### config.mk
export PLATFORM = sky130hd
export DESIGN_NAME = cpu_decode
export DESIGN_NICKNAME = d
export VERILOG_FILES = /design/src/rtl/cpu_pkg.sv /design/src/rtl/cpu_decode_imm.sv /design/src/rtl/cpu_decode.sv
export SDC_FILE = /design/constraint.sdc
export NUM_CORES = 1
export LEC_CHECK = 0
export ABC_AREA = 1
export BUFFER_PORTS_ARGS = -buffer_cell sky130_fd_sc_hd__buf_2
export CAP_MARGIN = 20
export CORE_MARGIN = 1
export CORE_UTILIZATION = 30
export CTS_CLUSTER_SIZE = 8
export DETAILED_ROUTE_END_ITERATION = 6
export MAX_ROUTING_LAYER = met4
export PLACE_DENSITY_LB_ADDON = 0.08
export SETUP_SLACK_MARGIN = 0.2
export SLEW_MARGIN = 30
export SYNTH_ARGS = -nofsm -noshare
export SYNTH_HDL_FRONTEND = slang
export SYNTH_SLANG_ARGS = --single-unit
### constraint.sdc
create_clock -name i_clock -period 2.3 [get_ports i_clock]
set_input_delay 0.115 -clock i_clock [delete_from_list [all_inputs] [get_ports i_clock]]
set_output_delay 0.115 -clock i_clock [all_outputs]
set_load 0.005 [all_outputs]
### src/rtl/cpu_pkg.sv
// Shared definitions for the Rv32H core: RV32I opcodes, the decoded
// operation class and the decode-stage state encoding.
package cpu_pkg;

  localparam int XLEN_DEF      = 32;
  localparam int REG_IDX_W_DEF = 5;

  // RV32I major opcodes (instruction bits 6:0)
  localparam logic [6:0] OPC_LUI      = 7'b0110111;
  localparam logic [6:0] OPC_AUIPC    = 7'b0010111;
  localparam logic [6:0] OPC_JAL      = 7'b1101111;
  localparam logic [6:0] OPC_JALR     = 7'b1100111;
  localparam logic [6:0] OPC_BRANCH   = 7'b1100011;
  localparam logic [6:0] OPC_LOAD     = 7'b0000011;
  localparam logic [6:0] OPC_STORE    = 7'b0100011;
  localparam logic [6:0] OPC_OP_IMM   = 7'b0010011;
  localparam logic [6:0] OPC_OP       = 7'b0110011;
  localparam logic [6:0] OPC_MISC_MEM = 7'b0001111;
  localparam logic [6:0] OPC_SYSTEM   = 7'b1110011;

  typedef enum logic [3:0] {
    OP_ALU_R   = 4'd0,
    OP_ALU_I   = 4'd1,
    OP_LOAD    = 4'd2,
    OP_STORE   = 4'd3,
    OP_BRANCH  = 4'd4,
    OP_JAL     = 4'd5,
    OP_JALR    = 4'd6,
    OP_LUI     = 4'd7,
    OP_AUIPC   = 4'd8,
    OP_FENCE   = 4'd9,
    OP_SYSTEM  = 4'd10,
    OP_ILLEGAL = 4'd11
  } op_e;

  typedef enum logic [1:0] {
    ST_IDLE    = 2'd0,
    ST_READ    = 2'd1,
    ST_CAPTURE = 2'd2,
    ST_OUTPUT  = 2'd3
  } state_e;

  // Map a full 7-bit opcode to its class. Every legal opcode ends in 2'b11,
  // so a compressed-style encoding (bits 1:0 != 11) also lands in ILLEGAL.
  function automatic op_e opcode_class(input logic [6:0] opc);
    op_e cls;
    case (opc)
      OPC_OP:       cls = OP_ALU_R;
      OPC_OP_IMM:   cls = OP_ALU_I;
      OPC_LOAD:     cls = OP_LOAD;
      OPC_STORE:    cls = OP_STORE;
      OPC_BRANCH:   cls = OP_BRANCH;
      OPC_JAL:      cls = OP_JAL;
      OPC_JALR:     cls = OP_JALR;
      OPC_LUI:      cls = OP_LUI;
      OPC_AUIPC:    cls = OP_AUIPC;
      OPC_MISC_MEM: cls = OP_FENCE;
      OPC_SYSTEM:   cls = OP_SYSTEM;
      default:      cls = OP_ILLEGAL;
    endcase
    return cls;
  endfunction

endpackage

### src/rtl/cpu_decode_imm.sv
// Immediate generator: rebuilds the RV32I I/S/B/U/J immediate for the given
// op class from instruction bits 31:7 and sign-extends bit 31 to XLEN.
// Formats without an immediate (R, illegal) return 0.
module cpu_decode_imm
  import cpu_pkg::*;
#(
  parameter int XLEN = XLEN_DEF
) (
  input  logic [31:7]     i_instruction,
  input  op_e             i_op,
  output logic [XLEN-1:0] o_imm
);

  logic [31:0] imm32;

  // Select the bit layout of the immediate from the instruction format
  always_comb begin
    imm32 = '0;
    case (i_op)
      OP_ALU_I, OP_LOAD, OP_JALR, OP_FENCE, OP_SYSTEM:
        imm32 = {{20{i_instruction[31]}}, i_instruction[31:20]};
      OP_STORE:
        imm32 = {{20{i_instruction[31]}}, i_instruction[31:25], i_instruction[11:7]};
      OP_BRANCH:
        imm32 = {{19{i_instruction[31]}}, i_instruction[31], i_instruction[7],
                 i_instruction[30:25], i_instruction[11:8], 1'b0};
      OP_LUI, OP_AUIPC:
        imm32 = {i_instruction[31:12], 12'b0};
      OP_JAL:
        imm32 = {{11{i_instruction[31]}}, i_instruction[31], i_instruction[19:12],
                 i_instruction[20], i_instruction[30:21], 1'b0};
      default:
        imm32 = '0;
    endcase
  end

  assign o_imm = XLEN'($signed(imm32));

endmodule

### src/rtl/cpu_decode.sv
// Decode stage of the Rv32H core. Accepts one instruction from fetch, reads
// rs1/rs2 from the register file (data returns one cycle after o_read), then
// presents a registered decoded bundle to execute.
//
// Handshakes: a transfer happens on a rising clock edge where valid and ready
// are both 1. Valid, once raised, holds with its payload stable until that
// edge; ready may depend combinationally on the other side's valid/ready.
// i_flush overrides both transfers on its edge.
//
// Optional build macro CPU_DECODE_FORWARD_EN adds a writeback bypass port;
// a matching writeback at the capture edge replaces the register file data.
module cpu_decode
  import cpu_pkg::*;
#(
  parameter int XLEN      = XLEN_DEF,
  parameter int REG_IDX_W = REG_IDX_W_DEF
) (
  input  logic                 i_clock,
  input  logic                 i_reset_n,
  input  logic                 i_flush,
  input  logic                 i_fetch_valid,
  output logic                 o_fetch_ready,
  input  logic [31:0]          i_fetch_instruction,
  input  logic [XLEN-1:0]      i_fetch_pc,
  output logic                 o_read,
  output logic [REG_IDX_W-1:0] o_read_rs1_idx,
  output logic [REG_IDX_W-1:0] o_read_rs2_idx,
  input  logic [XLEN-1:0]      i_rs1,
  input  logic [XLEN-1:0]      i_rs2,
  output logic                 o_exec_valid,
  input  logic                 i_exec_ready,
  output logic [XLEN-1:0]      o_exec_pc,
  output logic [XLEN-1:0]      o_exec_rs1,
  output logic [XLEN-1:0]      o_exec_rs2,
  output logic [XLEN-1:0]      o_exec_imm,
  output logic [REG_IDX_W-1:0] o_exec_rd_idx,
  output logic [2:0]           o_exec_funct3,
  output logic                 o_exec_funct7b5,
  output logic [3:0]           o_exec_op,
  output logic                 o_exec_illegal,
`ifdef CPU_DECODE_FORWARD_EN
  input  logic                 i_wb_valid,
  input  logic [REG_IDX_W-1:0] i_wb_rd_idx,
  input  logic [XLEN-1:0]      i_wb_rd,
`endif
  output logic [1:0]           o_dbg_state
);

  state_e                 state;
  logic [31:0]            instr_q;
  logic [XLEN-1:0]        pc_q;

  logic                   fetch_accept;
  op_e                    op_c;
  logic [REG_IDX_W-1:0]   rd_c;
  logic [XLEN-1:0]        imm_c;
  logic [XLEN-1:0]        rs1_src;
  logic [XLEN-1:0]        rs2_src;

  // Ready in IDLE, or in OUTPUT when this edge also hands the bundle off;
  // held low during reset and on a flush edge so fetch never sees an accept.
  assign o_fetch_ready = i_reset_n && !i_flush &&
                         ((state == ST_IDLE) || ((state == ST_OUTPUT) && i_exec_ready));
  assign fetch_accept  = o_fetch_ready && i_fetch_valid;
  assign o_dbg_state   = state;

  assign op_c = opcode_class(instr_q[6:0]);

  // Destination index: formats with no rd (S, B, unknown) report x0
  always_comb begin
    rd_c = instr_q[11:7];
    if (op_c == OP_STORE || op_c == OP_BRANCH || op_c == OP_ILLEGAL) begin
      rd_c = '0;
    end
  end

  cpu_decode_imm #(.XLEN(XLEN)) u_imm (
    .i_instruction (instr_q[31:7]),
    .i_op          (op_c),
    .o_imm         (imm_c)
  );

  // Operand select: x0 is always zero, else register file or bypassed writeback
  always_comb begin
    rs1_src = (o_read_rs1_idx == '0) ? '0 : i_rs1;
    rs2_src = (o_read_rs2_idx == '0) ? '0 : i_rs2;
`ifdef CPU_DECODE_FORWARD_EN
    if (i_wb_valid && (i_wb_rd_idx == o_read_rs1_idx) && (o_read_rs1_idx != '0)) begin
      rs1_src = i_wb_rd;
    end
    if (i_wb_valid && (i_wb_rd_idx == o_read_rs2_idx) && (o_read_rs2_idx != '0)) begin
      rs2_src = i_wb_rd;
    end
`endif
  end

  // Decode FSM: IDLE -> READ -> CAPTURE -> OUTPUT, with all outputs registered
  always_ff @(posedge i_clock or negedge i_reset_n) begin
    if (!i_reset_n) begin
      state           <= ST_IDLE;
      instr_q         <= '0;
      pc_q            <= '0;
      o_read          <= 1'b0;
      o_read_rs1_idx  <= '0;
      o_read_rs2_idx  <= '0;
      o_exec_valid    <= 1'b0;
      o_exec_pc       <= '0;
      o_exec_rs1      <= '0;
      o_exec_rs2      <= '0;
      o_exec_imm      <= '0;
      o_exec_rd_idx   <= '0;
      o_exec_funct3   <= '0;
      o_exec_funct7b5 <= 1'b0;
      o_exec_op       <= '0;
      o_exec_illegal  <= 1'b0;
    end else if (i_flush) begin
      state        <= ST_IDLE;
      o_read       <= 1'b0;
      o_exec_valid <= 1'b0;
    end else begin
      case (state)
        ST_IDLE: begin
          state <= ST_IDLE;
        end
        ST_READ: begin
          o_read <= 1'b0;
          state  <= ST_CAPTURE;
        end
        ST_CAPTURE: begin
          o_exec_pc       <= pc_q;
          o_exec_rs1      <= rs1_src;
          o_exec_rs2      <= rs2_src;
          o_exec_imm      <= imm_c;
          o_exec_rd_idx   <= rd_c;
          o_exec_funct3   <= instr_q[14:12];
          o_exec_funct7b5 <= instr_q[30];
          o_exec_op       <= op_c;
          o_exec_illegal  <= (op_c == OP_ILLEGAL);
          o_exec_valid    <= 1'b1;
          state           <= ST_OUTPUT;
        end
        ST_OUTPUT: begin
          if (i_exec_ready) begin
            o_exec_valid <= 1'b0;
            state        <= ST_IDLE;
          end
        end
        default: state <= ST_IDLE;
      endcase
      // A new instruction (possibly on the handoff edge) always starts a read
      if (fetch_accept) begin
        instr_q        <= i_fetch_instruction;
        pc_q           <= i_fetch_pc;
        o_read_rs1_idx <= i_fetch_instruction[19:15];
        o_read_rs2_idx <= i_fetch_instruction[24:20];
        o_read         <= 1'b1;
        state          <= ST_READ;
      end
    end
  end

endmodule

# [After elaboration in Yosys (flattened, before gate mapping)]
# Index checks and enable logic that the tools add are counted.
# W data, S select, Z words.
[totals] input_bits=133 wordCells=77 ff_bits=220
[op_classes] n_bitwise=1 reduce_logical=18 eq_ne=27 mux=15
[op_table] operator="$pmux W32 S5" count=1
[op_table] operator="$mux W32" count=2
[op_table] operator="$pmux W4 S11" count=1
[op_table] operator="$eq A7 B7 Y1 const B" count=4
[op_table] operator="$eq A7 B6 Y1 const B" count=3
[op_table] operator="$eq A4 B3 Y1 const B" count=4
[op_table] operator="$eq A4 B4 Y1 const B" count=4
[op_table] operator="$eq A7 B5 Y1 const B" count=2
[op_table] operator="$logic_not A5 Y1" count=2
[op_table] operator="$eq A4 B2 Y1 const B" count=2
[op_table] operator="$pmux W2 S4" count=1
[op_table] operator="$eq A7 B2 Y1 const B" count=1
[op_table] operator="$eq A7 B4 Y1 const B" count=1
[op_table] operator="$mux W2" count=3
[op_table] operator="$reduce_and A2 Y1" count=3
[op_table] operator="$reduce_bool A3 Y1" count=2
[op_table] operator="$mux W1" count=5
[op_table] operator="$mux W5" count=1
[op_table] operator="$reduce_or A5 Y1" count=1
[op_table] operator="$eq A2 B2 Y1 const B" count=2
[op_table] operator="$eq A4 B1 Y1 const B" count=1
[op_table] operator="$logic_and A1 B1 Y1" count=4
[op_table] operator="$ne A4 B4 Y1 const B" count=1
[op_table] operator="$logic_or A1 B1 Y1" count=3
[op_table] operator="other kinds (7)" count=7

# [Logic depth before layout (Yosys ltp)]
# Gate-level depths: netlist of run 1.
[logic_depth] depth_word=7 ltp_mapped=11 ltp_nobuf=10

# [By module]
# From an unflattened synthesis of run 1, not the netlist that was laid out.
[hier_totals] cells_unflattened=1051 hier_area_um2=9121.2
[modules_own_cells] mod="cpu_decode" area_per_inst_um2=8623.3 cells_per_inst=946 instances=1 seq_area_each_um2=5255.0
[modules_own_cells] mod="cpu_decode_imm" area_per_inst_um2=498.0 cells_per_inst=105 instances=1 seq_area_each_um2=0.0

# [Worst setup path after synthesis of run 1]
# Ideal clock, no wire load.
[synth_timing] path_type="reg-to-reg" from="register state[1] (netlist: o_dbg_state[1])" to="register o_read_rs1_idx[2]" n_path_buf=2 setup_time_ns=0.124 setup_slack_ns=0.746 path_stages_with_launch=11 t_arrival_ns=1.431 cell_sequence="dfrtp_1 > ha_1 > nand2_1 > inv_2 > o21ai_1 > nor2_1 > nand2_1 > buf_2 > buf_2 > nor2_1 > a21oi_1"
[synth_via] elab_chain_cells=6
[synth_lines] item="start: declaration" line="cpu_decode.sv:49" source="state_e state;"
[synth_lines] item="start signal: assignment" line="cpu_decode.sv:100" source="state <= ST_IDLE;"
[synth_lines] item="start signal: assignment" line="cpu_decode.sv:117" source="state <= ST_IDLE;"
[synth_lines] item="start signal: assignment" line="cpu_decode.sv:123" source="state <= ST_IDLE;"
[synth_lines] item="$eq A2 B2 Y1" line="cpu_decode.sv:63" source="((state == ST_IDLE) || ((state == ST_OUTPUT) && i_exec_ready));"
[synth_lines] item="$logic_and A1 B1 Y1" line="cpu_decode.sv:63"
[synth_lines] item="$logic_or A1 B1 Y1 (*)" line="cpu_decode.sv:63"
[synth_lines] item="$logic_and A1 B1 Y1 (*)" line="cpu_decode.sv:62" source="assign o_fetch_ready = i_reset_n && !i_flush &&"
[synth_lines] item="$logic_and A1 B1 Y1 (*)" line="cpu_decode.sv:64" source="assign fetch_accept = o_fetch_ready && i_fetch_valid;"
[synth_lines] item="$reduce_and A2 Y1 (no source line) (*)"
[synth_lines] item="end signal: assignment" line="cpu_decode.sv:154" source="o_read_rs1_idx <= i_fetch_instruction[19:15];"
[synth_lines] item="end: declaration" line="cpu_decode.sv:26" source="output logic [REG_IDX_W-1:0] o_read_rs1_idx,"
# Mark *: on every way between the ends. The rest lies on a longest branch, timed or not.
# A chain may end at the register's enable or synchronous reset.

# [Final worst setup path of run 1]
[layout_timing] from="register state[1] (netlist: o_dbg_state[1])" to="output o_fetch_ready"
[layout_via] elab_chain_cells=4
[layout_lines] item="$eq A2 B2 Y1" line="cpu_decode.sv:63"
[layout_lines] item="$logic_and A1 B1 Y1" line="cpu_decode.sv:63"
[layout_lines] item="$logic_or A1 B1 Y1 (*)" line="cpu_decode.sv:63"
[layout_lines] item="$logic_and A1 B1 Y1 (*)" line="cpu_decode.sv:62"
[layout_lines] item="end: declaration" line="cpu_decode.sv:22" source="output logic o_fetch_ready,"
# Marks and branches as above.

==> reports/results.ini, run 1 <==
[critical_path]
r2r-start=o_dbg_state[1]
critPathKind=reg -> out
r2r_setup_slack_ns=0.47
path_max_fanout=21
cp-start-kind=flop
worst_ep_arrival_time_ns=1.85
reg2regPathDepth=9
crit_path_end_kind=primary output
required_ns=2.18
reg2reg_to=instr_q[31]

[timing]
rsz0062_at_grt=false
post-route-period-util=0.855
finalSetupTns_ns=0
skew_ns=0.0166
finalSetupViolations=0
slew_headroom=0.426
finalHoldViolCount=0
period_needed_ns=1.97
maxSlewViolCount=0
timing_worst_slew_pin_value_ns=0.861
fmax_mhz=509

[yosys]
synth-edff-count=0
synthTopCellsByCount=452 x nand2_1, 210 x dfrtp_1, 102 x nand3_1
yosys.area.top_type=dfrtp_1
synth.most_common_cell=nand2_1
synthesis.nets=1247
ys_seq_area_frac=0.577
yosys_warnings=0
ys.flop_type=dfrtp_1
synth_cells=1110
avgSynthCellArea_um2=8.20
synthDistinctLibCells=26
synth_top_area_share=0.577
async_flop_share=1.00
synth_seq_cells=210
synth_area_leaders=dfrtp_1 58%, nand2_1 19%, nand3_1 5.6%
synth_area_um2=9100

[clock_network]
cts_tree=built
clkLatencyLatePin_ns=0.55
cts_buffer_depth=3
clockRootBuffer=clkbuf_16
clk_pin_slew_ns=0.06
cts.htree.levels=1
numCtsBuffers=30
clock_sinks=210

[layout]
area_growth_pct=43.6
nFillCells=3038
num-nets-final=1650
final_core_util=0.440
drive_gt1_frac=0.242
fin_cells=1908

[hold_path]
hold_end=pc_q[31]
worst_hold_path_type=in -> reg
min_path_cells=3
hp-start=i_fetch_valid

[detailed_routing]
viasPerCell=4.42
final_antenna_net_count=0
wirelength_mm=28.1
dr.pass1.iters=4
drt_iter0_markers=433
vias=8428
drc=0
routedWlPerCell_um=14.7

[placed_design]
numPortBuffers=289
placedCellCount=1736
place_hpwl_mm=18.4
gp_routability_congestion=0.855

[grt]
grt_use_met3=0.0338
grt_busiest_layer=met2
grt.overflow.total=0
antenna_found_initial=3
track_usage=0.187
grt_max_degree=100
grtUsageMet2=0.292
use_met1=0.248
grt_pass1_wl_mm=45.0
grt_pass1_vias=8368

[outcome]
status=finished, final reports clean

[floorplan]
coreArea_um2=29700
start_util=0.306
die_w_um=176
io_pins=290
dieArea_um2=31000
die_y_um=176
num_rows=63

[power_and_ir_drop]
leakage_uw=0.00740
netSwitchingPower_uw=4090
irDropWorstVdd_mv=0.603
p_per_area_nw_per_um2=994
p_comb_frac=0.256
intPower_uw=8900
power.share.clock=0.302
seqPwrFrac=0.442
swShare=0.315

[job]
cap_violations=0

repair_timing:
item | 4_1_cts | 5_1_grt
setup endpoints to repair | 1 | 1
buffers inserted | 0 | 1
hold buffers | 134 | 0
gates cloned | 0 | 0
hold endpoints to repair | 208 | 0
pin swaps | 0 | 1
gates resized for setup | 3 | 1
critical path, stage by stage, from the launching register on:
cell and delay [ns]:
dfrtp_2 0.45, inv_1 0.11, ha_1 0.15, o21ai_1 0.07, nor2_2 0.17, buf_12 0.19, buf_2 0.15
flip-flops by register name, indices dropped and copies added (netlist names), 2 cells and up:
| register | flops |
|---|---|
| instr_q | 24 |
| o_dbg_state | 2 |
| o_exec_funct3 | 3 |
| o_exec_imm | 32 |
| o_exec_op | 4 |
| o_exec_pc | 32 |
| o_exec_rd_idx | 5 |
| o_exec_rs1 | 32 |
| o_exec_rs2 | 32 |
| o_read_rs1_idx | 4 |
| o_read_rs2_idx | 4 |
| pc_q | 32 |
power by group through the flow:
stage,combinational (µW),sequential [µW],clock [µW]
floorplan,1500,5760,0
global placement,3160,5780,0
detailed placement,3200,5780,0
CTS,3400,5750,4060
global route,3840,5920,4200
finish,3330,5740,3920
routing by layer:
layer	routed length (µm)	share of wire
met2	13000	0.46
met3	1530	0.054
met1	12800	0.45
met4	777	0.028
met5	0	0
how the worst max path moves through the flow:
stage	cells past startpoint	slack, ns	end	from
6_report	6	0.33	o_fetch_ready	o_dbg_state[1]
5_1_grt	7	0.21	o_fetch_ready	o_dbg_state[1]
4_1_cts	7	0.23	o_fetch_ready	o_dbg_state[1]
3_5_place_dp	10	0.53	o_exec_op[1]	instr_q[4]
3_3_place_gp	10	0.59	o_exec_op[0]	instr_q[4]
2_1_floorplan	10	0.75	o_read_rs1_idx[2]	o_dbg_state[1]
kinds of logic (layout without fill, tap and decap cells):
logic type                 after synthesis  after routing  share of synthesized area
adders and majority gates                4              4                    0.00550
buffers and inverters                  128            533                     0.0646
DFF                                    210            210                      0.577
AOI/OAI and AO/OA                       93             93                     0.0522
other                                    0              3                          0
and+or+nand+nor                        675            675                      0.300
cells in the final DEF, fill, tap and decap left out, types with 4 or more instances in the layout:
| cell | count |
|---|---|
| nand2_1 | 450 |
| buf_2 | 289 |
| dfrtp_1 | 209 |
| dlygate4sd3_1 | 133 |
| nand3_1 | 102 |
| nor2_1 | 100 |
| a21oi_1 | 55 |
| inv_1 | 49 |
| o21ai_0 | 32 |
| clkbuf_16 | 31 |
| buf_4 | 14 |
| buf_12 | 6 |
| inv_2 | 5 |
| nand2_4 | 4 |
| nand2_2 | 4 |
| nand3b_1 | 4 |
| ha_1 | 4 |
area by class of cell:
| type | instances | area (µm²) | area share |
|---|---|---|---|
| sequential | 210 | 5260 | 0.402 |
| antenna | 3 | 7.51 | 0.000574 |
| clock inverter | 1 | 5.00 | 0.000383 |
| inverter | 55 | 209 | 0.0160 |
| tap | 390 | 488 | 0.0373 |
| multi-input combinational | 772 | 3280 | 0.251 |
| timing repair buffer | 444 | 3030 | 0.232 |
| clock buffer | 33 | 793 | 0.0607 |
stage by stage:
stage                     total power, µW  worst slack, ns  cell area [µm²]  hold WS (ns)
after floorplan                      7270            0.746             9100        -0.181
after global placement               8940            0.589            10900       -0.0180
after detailed placement             8990            0.533            10900       -0.0194
after CTS                           13200            0.227            13100        0.0858
after global routing                13900            0.211            13100         0.101
final                               13000            0.334            13100        0.0865
Note: power is estimated with default switching activity, not from simulation.
==> run 2, diff against run 1 <==
ABC_AREA = not set   (was 1)
BUFFER_PORTS_ARGS = not set   (was -buffer_cell sky130_fd_sc_hd__buf_2)
DONT_BUFFER_PORTS = 1   (was not set)
SKIP_CTS_REPAIR_TIMING = 1   (was not set)
==> run 2 against run 1 <==
  * The flow now finishes with violations (negative hold slack)
  * Global-route usage down 3.0 points
  * Hold slack got worse by 0.81 ns
  * Count of clock-buffer cells in the layout down 2
  * Highest routed layer unchanged
  * Synthesized cell count shrank 39%
  * Die area shrank 7.1%
  * Worst setup slack got worse by 0.068 ns
  * Final area fell by 16%
==> reports/results.ini, run 2 <==
[grt]
grt.overflow.total=0  ; unchanged
track_usage=0.157  ; -0.0303
antenna_found_initial=0  ; -3
grt_pass1_vias=5427  ; -35%
grt_pass1_wl_mm=33.8  ; -25%
grt_max_degree=212  ; +110%

[placed_design]
gp_routability_congestion=0.836  ; -2.2%
post_dp_cell_area_um2=8810  ; -19%
pre_cts_ws_ns=0.0854  ; -0.447 ns
numPortBuffers=0  ; -100%
place_hpwl_mm=15.0  ; -18%

[layout]
drive_gt1_frac=0.135  ; -0.108
area_growth_pct=30.0
nFillCells=2663  ; -12%
fin_area_um2=11000  ; -16%
final_cell_mix=209 x dfrtp_1, 132 x dlygate4sd3_1, 131 x nand2_1
diodes=0  ; -3
layout_commonest_cell=dfrtp_1
num-nets-final=945  ; -43%

[timing]
slew_headroom=0.619  ; +0.193
rsz0062_at_grt=false
finalSetupTns_ns=0  ; unchanged
timing_worst_slew_pin_value_ns=0.572  ; -0.289 ns
post-route-period-util=0.884  ; +0.0294
fin_ws_ns=0.267  ; -0.0677 ns
fin_hold_ws_ns=-0.727  ; -0.814 ns
skew_ns=0.0224  ; +0.00578 ns
fmax_mhz=492  ; -3.3%
period_needed_ns=2.03  ; +0.0677 ns
finalSetupViolations=0  ; unchanged
finalHoldViolCount=210  ; +210
maxSlewViolCount=0  ; unchanged

[critical_path]
required_ns=2.71  ; +0.53 ns
path_max_fanout=7  ; -67%
crit_path_end_kind=flop
cp-start-kind=flop
worst_ep_arrival_time_ns=2.44  ; +0.59 ns
critPathKind=reg -> reg

[power_and_ir_drop]
leakage_uw=0.00487  ; -34%
irDropWorstVdd_mv=0.529  ; -12%
p_total_uw=12500  ; -3.5%
p_per_area_nw_per_um2=1140  ; +15%

[yosys]
synth.most_common_cell=dfrtp_1
synth-edff-count=0  ; unchanged
synth_area_leaders=dfrtp_1 62%, a22o_1 7.8%, nand2_1 5.9%
ys_seq_area_frac=0.622  ; +0.0449
synth_area_um2=8450  ; -7.2%
async_flop_share=1.00  ; unchanged
yosys_warnings=0  ; unchanged
yosys.area.top_type=dfrtp_1
synth_seq_cells=210  ; unchanged
synthDistinctLibCells=50  ; +92%
synth_cells=681  ; -39%
ys.flop_type=dfrtp_1
synthTopCellsByCount=210 x dfrtp_1, 132 x nand2_1, 75 x a22o_1
avgSynthCellArea_um2=12.4  ; +51%
synthesis.nets=818  ; -34%
synth_top_area_share=0.622  ; +0.0449

[detailed_routing]
routedWlPerCell_um=20.0  ; +36%
wirelength_mm=23.8  ; -15%
drt_iter0_markers=367  ; -15%
dr.pass1.iters=4  ; unchanged
viasPerCell=5.00  ; +13%
vias=5932  ; -30%
drc=0  ; unchanged
final_antenna_net_count=0  ; unchanged

[floorplan]
io_pins=290  ; unchanged
die_w_um=170  ; -3.6%
num_rows=61  ; -3.2%
start_util=0.305  ; -0.00146
dieArea_um2=28800  ; -7.1%
die_y_um=170  ; -3.6%
coreArea_um2=27700  ; -6.8%

[clock_network]
clock_sinks=210  ; unchanged
cts.htree.levels=1  ; unchanged
cts_buffer_depth=3  ; unchanged
numCtsBuffers=30  ; unchanged
clockRootBuffer=clkbuf_16
cts_tree=built
clkLatencyLatePin_ns=0.54  ; about the same
clk_pin_slew_ns=0.05  ; about the same

[job]
cap_violations=0  ; unchanged

[outcome]
violations=negative hold slack
status=finished, violations left

[hold_path]
worst_hold_path_type=in -> async

==> run 2: cell count changes after synthesis, sizes merged, moves of 6 or more <==
cell / delta
a21oi: -36
a221o: +12
a22o: +75
clkbuf: -20
inv: -49
mux2: +64
nand2: -326
nand3: -100
nor2: -74
nor2b: +6
o21ai: -23
==> run 2: stage by stage <==
stage                     hold WS, ns  instances  utilization
after floorplan                -0.181        681            -
after CTS                      -0.768       1053        0.346
after global routing           -0.767       1187        0.396
after global placement         -0.174       1020        0.318
after detailed placement       -0.175       1020        0.318
final                          -0.727       1187        0.396
==> run 2: worst paths after layout <==
| kind | from | to | slack [ns] | depth (start not counted) |
|---|---|---|---|---|
| worst max-delay path | o_dbg_state[1] | o_dbg_state[1] | 0.27 | 6 |
| worst min-delay path | i_reset_n | o_exec_rs1[29] | -0.73 | 0 |
| worst max register to register | o_dbg_state[1] | o_dbg_state[1] | 0.27 | 6 |
| worst min register to register | pc_q[6] | o_exec_pc[6] | 0.45 | 2 |
| max in group asynchronous | i_reset_n | o_dbg_state[1] | 2.77 | 0 |
| min in group i_clock | i_flush | o_exec_op[1] | 0.04 | 2 |
==> run 2: power by group <==
| part | leakage (µW) | total, µW | internal [µW] | switching (µW) |
|---|---|---|---|---|
| combinational | 0.00188 | 2260 | 1290 | 969 |
| sequential | 0.00262 | 6510 | 5110 | 1400 |
| clock | 0.000378 | 3770 | 2280 | 1490 |
==> run 2: routing by layer <==
layer	global-route usage	share of wire	up-vias
met2	0.251	0.48	294
met3	0.0632	0.096	47
li1	-	-	2649
met1	0.181	0.40	2942
met4	0.0435	0.026	0
met5	-	0	-
==> run 2: cells by family after synthesis <==
logic type	synth area share
mux	0.0877
simple gates	0.100
xor+xnor	0.00104
flops	0.622
compound gates	0.141
fa+ha+maj	0.00593
buf+inv	0.0415
==> run 2: cell type report <==
cell class              count  area [µm²]  share of cell area
flip-flops and latches    210        5260               0.479
multi-input cells         411        2900               0.264
repair buffers            149        1550               0.141
clock buffers              31         754              0.0687
well taps                 378         473              0.0431
clock inverters             2        23.8             0.00217
inverters                   6        22.5             0.00205
==> run 2: worst max-delay path, stage by stage, from the launching register on <==
cell	delay, ns
dfrtp_2	0.43
ha_1	0.19
inv_1	0.09
a311oi_1	0.30
mux2i_1	0.27
nor2_1	0.05
dlygate4sd3_1	0.56
